<file path="config.mk">
export PLATFORM = sky130hd
export DESIGN_NAME = uart_tx
export DESIGN_NICKNAME = d
export VERILOG_FILES = /design/src/rtl/uart_tx.sv
export SDC_FILE = /design/constraint.sdc
export NUM_CORES = 1
export LEC_CHECK = 0
export CAP_MARGIN = 15
export CORE_AREA = 3 3 83 85
export CTS_CLUSTER_DIAMETER = 150
export DETAILED_ROUTE_END_ITERATION = 6
export DIE_AREA = 0 0 86 88
export GPL_ROUTABILITY_DRIVEN = 0
export SLEW_MARGIN = 20
export SYNTH_ARGS = -nofsm -noshare
export SYNTH_HDL_FRONTEND = slang
export SYNTH_SLANG_ARGS = --single-unit
</file>
<file path="constraint.sdc">
create_clock -name clk -period 2.4 [get_ports clk]
set_clock_uncertainty 0.05 [all_clocks]
set_input_delay 0.48 -clock clk [delete_from_list [all_inputs] [get_ports clk]]
set_output_delay 0.48 -clock clk [all_outputs]
set_load 0.02 [all_outputs]
</file>
<file path="src/rtl/uart_tx.sv">
// uart_tx: byte FIFO feeding an 8N1 serialiser (1 start, 8 data LSB first, 1 stop).
// The line idles high and every bit is held for exactly DIVISOR clocks.
module uart_tx #(
    parameter int unsigned CLOCK_RATE = 10000000,
    parameter int unsigned BAUD_RATE  = 115200,
    parameter int unsigned FIFO_DEPTH = 4
) (
    input  logic                          clk,
    input  logic                          rst,
    input  logic [7:0]                    tx_data,
    input  logic                          tx_valid,
    output logic                          tx_ready,
    output logic                          tx,
    output logic                          busy,
    output logic [$clog2(FIFO_DEPTH):0]   fifo_count
);

    // Rounded clocks-per-bit so the bit period error stays within half a clock.
    localparam int unsigned DIVISOR = (CLOCK_RATE + BAUD_RATE / 2) / BAUD_RATE;
    localparam int unsigned BaudW   = (DIVISOR > 1) ? $clog2(DIVISOR) : 1;
    localparam int unsigned PtrW    = $clog2(FIFO_DEPTH);
    localparam int unsigned CountW  = PtrW + 1;

    typedef enum logic [1:0] {StIdle, StStart, StData, StStop} state_t;

    state_t             state_q;
    logic [BaudW-1:0]   baud_cnt_q;
    logic [2:0]         bit_idx_q;
    logic [7:0]         shift_q;
    logic               tx_q;

    logic [7:0]         mem_q [FIFO_DEPTH];
    logic [PtrW-1:0]    wr_ptr_q;
    logic [PtrW-1:0]    rd_ptr_q;
    logic [CountW-1:0]  count_q;

    logic               full;
    logic               not_empty;
    logic               baud_last;
    logic               push;
    logic               pop;
    logic [7:0]         head;

    // FIFO status, handshake and pop decision; pop only looks at registered state,
    // so a byte pushed into an empty FIFO cannot leave it in the same cycle.
    always_comb begin
        full      = (count_q == CountW'(FIFO_DEPTH));
        not_empty = (count_q != '0);
        baud_last = (baud_cnt_q == BaudW'(DIVISOR - 1));
        tx_ready  = !full;
        push      = tx_valid && !full;
        pop       = not_empty && ((state_q == StIdle) || ((state_q == StStop) && baud_last));
        head      = mem_q[rd_ptr_q];
        tx        = tx_q;
        busy      = (state_q != StIdle) || not_empty;
        fifo_count = count_q;
    end

    // FIFO storage; contents need no reset since count gates every read.
    always_ff @(posedge clk) begin
        if (push) begin
            mem_q[wr_ptr_q] <= tx_data;
        end
    end

    // FIFO pointers and occupancy; simultaneous push and pop leave the count unchanged.
    always_ff @(posedge clk or posedge rst) begin
        if (rst) begin
            wr_ptr_q <= '0;
            rd_ptr_q <= '0;
            count_q  <= '0;
        end else begin
            if (push) begin
                wr_ptr_q <= wr_ptr_q + PtrW'(1);
            end
            if (pop) begin
                rd_ptr_q <= rd_ptr_q + PtrW'(1);
            end
            case ({push, pop})
                2'b10:   count_q <= count_q + CountW'(1);
                2'b01:   count_q <= count_q - CountW'(1);
                default: count_q <= count_q;
            endcase
        end
    end

    // Frame sequencer with a registered line output; a pop at the end of STOP
    // starts the next frame with no idle gap.
    always_ff @(posedge clk or posedge rst) begin
        if (rst) begin
            state_q    <= StIdle;
            baud_cnt_q <= '0;
            bit_idx_q  <= '0;
            shift_q    <= '0;
            tx_q       <= 1'b1;
        end else begin
            case (state_q)
                StIdle: begin
                    tx_q       <= 1'b1;
                    baud_cnt_q <= '0;
                    if (not_empty) begin
                        shift_q <= head;
                        tx_q    <= 1'b0;
                        state_q <= StStart;
                    end
                end
                StStart: begin
                    if (baud_last) begin
                        baud_cnt_q <= '0;
                        bit_idx_q  <= '0;
                        tx_q       <= shift_q[0];
                        state_q    <= StData;
                    end else begin
                        baud_cnt_q <= baud_cnt_q + BaudW'(1);
                    end
                end
                StData: begin
                    if (baud_last) begin
                        baud_cnt_q <= '0;
                        if (bit_idx_q == 3'd7) begin
                            tx_q    <= 1'b1;
                            state_q <= StStop;
                        end else begin
                            // Present the next bit now, then retire the current one.
                            shift_q   <= {1'b0, shift_q[7:1]};
                            tx_q      <= shift_q[1];
                            bit_idx_q <= bit_idx_q + 3'd1;
                        end
                    end else begin
                        baud_cnt_q <= baud_cnt_q + BaudW'(1);
                    end
                end
                StStop: begin
                    if (baud_last) begin
                        baud_cnt_q <= '0;
                        if (not_empty) begin
                            shift_q <= head;
                            tx_q    <= 1'b0;
                            state_q <= StStart;
                        end else begin
                            tx_q    <= 1'b1;
                            state_q <= StIdle;
                        end
                    end else begin
                        baud_cnt_q <= baud_cnt_q + BaudW'(1);
                    end
                end
                default: begin
                    tx_q    <= 1'b1;
                    state_q <= StIdle;
                end
            endcase
        end
    end

endmodule

</file>
==> run_results.csv <==
group,metric,value,unit
status,status,"finished, final reports clean",
routing,wl,4.73,mm
timing,fin_hold_ws,0.419,ns
global_route,grt_max_degree,29,
logic_synthesis,synth_area_leaders,"edfxtp_1 34%, dfrtp_1 24%, mux2_2 7.7%",
logic_synthesis,synth_area_leader_cell,"edfxtp_1",
critical_path,path_max_fanout,4,
timing,final_max_slew_viol_count,0,
routing,drt_iter0_markers,56,
critical_path,worstSetupPathType,"register to register",
floorplanning,initial_core_util,0.444,
global_route,grt_pass1_vias,1656,
cts,numCtsBuffers,9,
routing,vias,1583,
logic_synthesis,ys.warnings.count,0,
routing,drc_errors,0,
cts,clock_sinks,60,
critical_path,reg2reg_from,"baud_cnt_q[0]$_DFF_PP0_",
hold_path,hold_path.startpoint,"baud_cnt_q[0]$_DFF_PP0_",
floorplanning,core,6280,um^2
timing,report.final.setup_viol,0,
floorplanning,num_rows,29,
placement,dp_hpwl,3.29,mm
cts,clkLatencyLatePin,0.33,ns
logic_synthesis,synth_ff_type,"edfxtp_1",
logic_synthesis,yosysMostFrequentCell,"edfxtp_1",
timing,hold_viol_final,0,
power_and_ir_drop,p_total,4.37,mW
timing,max_freq,436,MHz
logic_synthesis,synth_top_area_share,0.345,
power_and_ir_drop,vdd_drop_max,0.593,mV
finish,finalNonFillerCells,303,
timing,maxSlewHeadroom,0.643,
logic_synthesis,syn_inst,189,
finish,nets,247,
routing,vias_per_cell,5.22,
global_route,grtUsageTotal,0.141,
cts,tritoncts,"built",
cts,cts_hold_buf,0,
logic_synthesis,synth_area,2790,um^2
routing,antenna_left,0,
logic_synthesis,ys_ff_latch,60,
logic_synthesis,synth_edf_count,32,
critical_path,reg2reg_depth,11,
logic_synthesis,synth.distinct_cells,35,
routing,wl_per_cell,15.6,um
routing,first_pass_iters,4,
cts,root_buffer,"clkbuf_8",
finish,antennaDiodeCount,0,
power_and_ir_drop,power.density,1310,nW/um^2
critical_path,required,2.61,ns
critical_path,r2r-end,"fifo_count[2]$_DFFE_PP0P_",
cts,h-tree-depth,3,
timing,worst_slew_pin_slew,0.535,ns
job,maxCapViolCount,0,
finish,areaGrowthSynthToFinish,19.3,%
placement,portBuffers,16,
placement,dp.cells,282,
critical_path,cp-start-kind,"register",
hold_path,min_to,"baud_cnt_q[0]$_DFF_PP0_",
critical_path,critPathArrivalTime,2.50,ns
floorplanning,dieArea,7570,um^2
cts,clk_pin_slew,0.07,ns
cts,clk_path_buf_depth,2,
timing,fin_crit,2.29,ns
finish,drive_gt1_frac,0.274,
timing,fin_crit_sh,0.956,
power_and_ir_drop,p_leak,1.34,nW
critical_path,crit_path_end_kind,"register",
hold_path,min_path_cells,1,
global_route,overflow,0,
logic_synthesis,synth_commonest_cells,"32 x edfxtp_1, 27 x dfrtp_1, 19 x mux2_2, 16 x nor2_1, 14 x ha_1",
logic_synthesis,syn_nets,215,
global_route,antenna_found_initial,0,
floorplanning,die_w,86,um
hold_path,holdCritPathClass,"register to register",
logic_synthesis,avgSynthCellArea,14.7,um^2
logic_synthesis,async_reset_ff_frac,0.467,
critical_path,r2r_slack,0.11,ns
floorplanning,die_h,88,um
floorplanning,io_pins,17,
logic_synthesis,yosysSeqAreaShare,0.596,
global_route,grt_pass1_wl,7.96,mm
[cell usage in the layout (no fill, tap or decap), types with 3 or more instances in the layout]
cell type	count
mux2_2	19
inv_1	11
nor2b_1	4
ha_1	12
clkdlybuf4s50_1	15
clkbuf_8	9
nor2_1	15
dfrtp_1	27
nand2_1	3
nor3_1	3
mux4_2	7
buf_4	10
nand3_1	4
edfxtp_1	32
and3_1	5
o21ai_0	4
xnor2_1	5
xor2_1	6
[power by group]
| part | leakage, nW | switching [mW] | total [mW] | internal (mW) |
|---|---|---|---|---|
| registers | 0.637 | 0.252 | 1.68 | 1.42 |
| logic | 0.598 | 0.773 | 1.68 | 0.906 |
| clock network | 0.110 | 0.420 | 1.01 | 0.591 |
| total | 1.34 | 1.44 | 4.37 | 2.92 |
[logic make-up after synthesis]
group,count (synthesis),synth area share
XOR/XNOR,11,0.0346
adder cells (fa/ha/maj),15,0.0700
buffers and inverters,16,0.0296
multiplexers,27,0.143
flip-flops,60,0.597
AND/OR/NAND/NOR,46,0.0916
AO/OA/AOI/OAI,14,0.0350
[how the worst max path moves through the flow]
stage / from / end / slack (ns) / depth (start not counted)
final: baud_cnt_q[0]$_DFF_PP0_ / fifo_count[2]$_DFFE_PP0P_ / 0.11 / 11
after detailed placement: baud_cnt_q[0]$_DFF_PP0_ / fifo_count[2]$_DFFE_PP0P_ / 0.02 / 11
after floorplan: fifo_count[0]$_DFFE_PP0P_ / fifo_count[2]$_DFFE_PP0P_ / 0.07 / 10
after CTS: baud_cnt_q[0]$_DFF_PP0_ / fifo_count[2]$_DFFE_PP0P_ / 0.02 / 11
after global routing: baud_cnt_q[0]$_DFF_PP0_ / fifo_count[2]$_DFFE_PP0P_ / -0.01 / 11
after global placement: baud_cnt_q[0]$_DFF_PP0_ / fifo_count[2]$_DFFE_PP0P_ / 0.09 / 11
[through the flow]
| stage | utilization | instance area, um^2 | setup slack (ns) | TNS [ns] |
|---|---|---|---|---|
| after floorplan | - | 2790 | 0.0681 | 0 |
| after global routing | 0.530 | 3330 | -0.00985 | -0.00985 |
| after CTS | 0.521 | 3270 | 0.0171 | 0 |
| after global placement | 0.484 | 3040 | 0.0868 | 0 |
| after detailed placement | 0.484 | 3040 | 0.0212 | 0 |
| final | 0.530 | 3330 | 0.107 | 0 |
[repair_timing]
| action | in CTS | in global routing |
|---|---|---|
| endpoints found under the hold margin | 0 | 0 |
| cloned | 0 | 0 |
| setup endpoints to repair | 2 | 2 |
| buffers inserted | 1 | 4 |
| resized for setup | 2 | 6 |
| pin swaps | 2 | 3 |
[per-layer routing]
metal / track usage / share of wire / vias to the layer above
met5: 0 / 0 / -
met4: 0.0561 / 0.011 / 0
met3: 0.0470 / 0.040 / 8
met2: 0.233 / 0.51 / 29
met1: 0.170 / 0.44 / 793
li1: - / - / 753
[cell type report]
class / instances / area (um^2)
fill: 524 / 2950
clock inverter: 7 / 98.8
clock buffer: 9 / 124
timing repair buffer: 26 / 234
tap: 77 / 96.3
sequential: 60 / 1660
inverter: 11 / 41.3
multi-input combinational: 113 / 1070
[sequential cells by signal (all words and copies together) (netlist names)]
name,cells
baud_cnt_q,7
bit_idx_q,3
mem_q,32
wr_ptr_q,2
tx,1
shift_q,8
fifo_count,3
rd_ptr_q,2
state_q,2
[worst max-delay path, cell delays in order, from the launching register on]
cell	delay, ns
dfrtp_1	0.40
inv_1	0.07
ha_2	0.17
and4b_2	0.26
a31oi_4	0.11
nor2_2	0.14
ha_2	0.20
inv_1	0.05
fa_2	0.33
xor2_1	0.16
nor2_1	0.12
xor2_1	0.15
(Power assumes the default switching activity.)
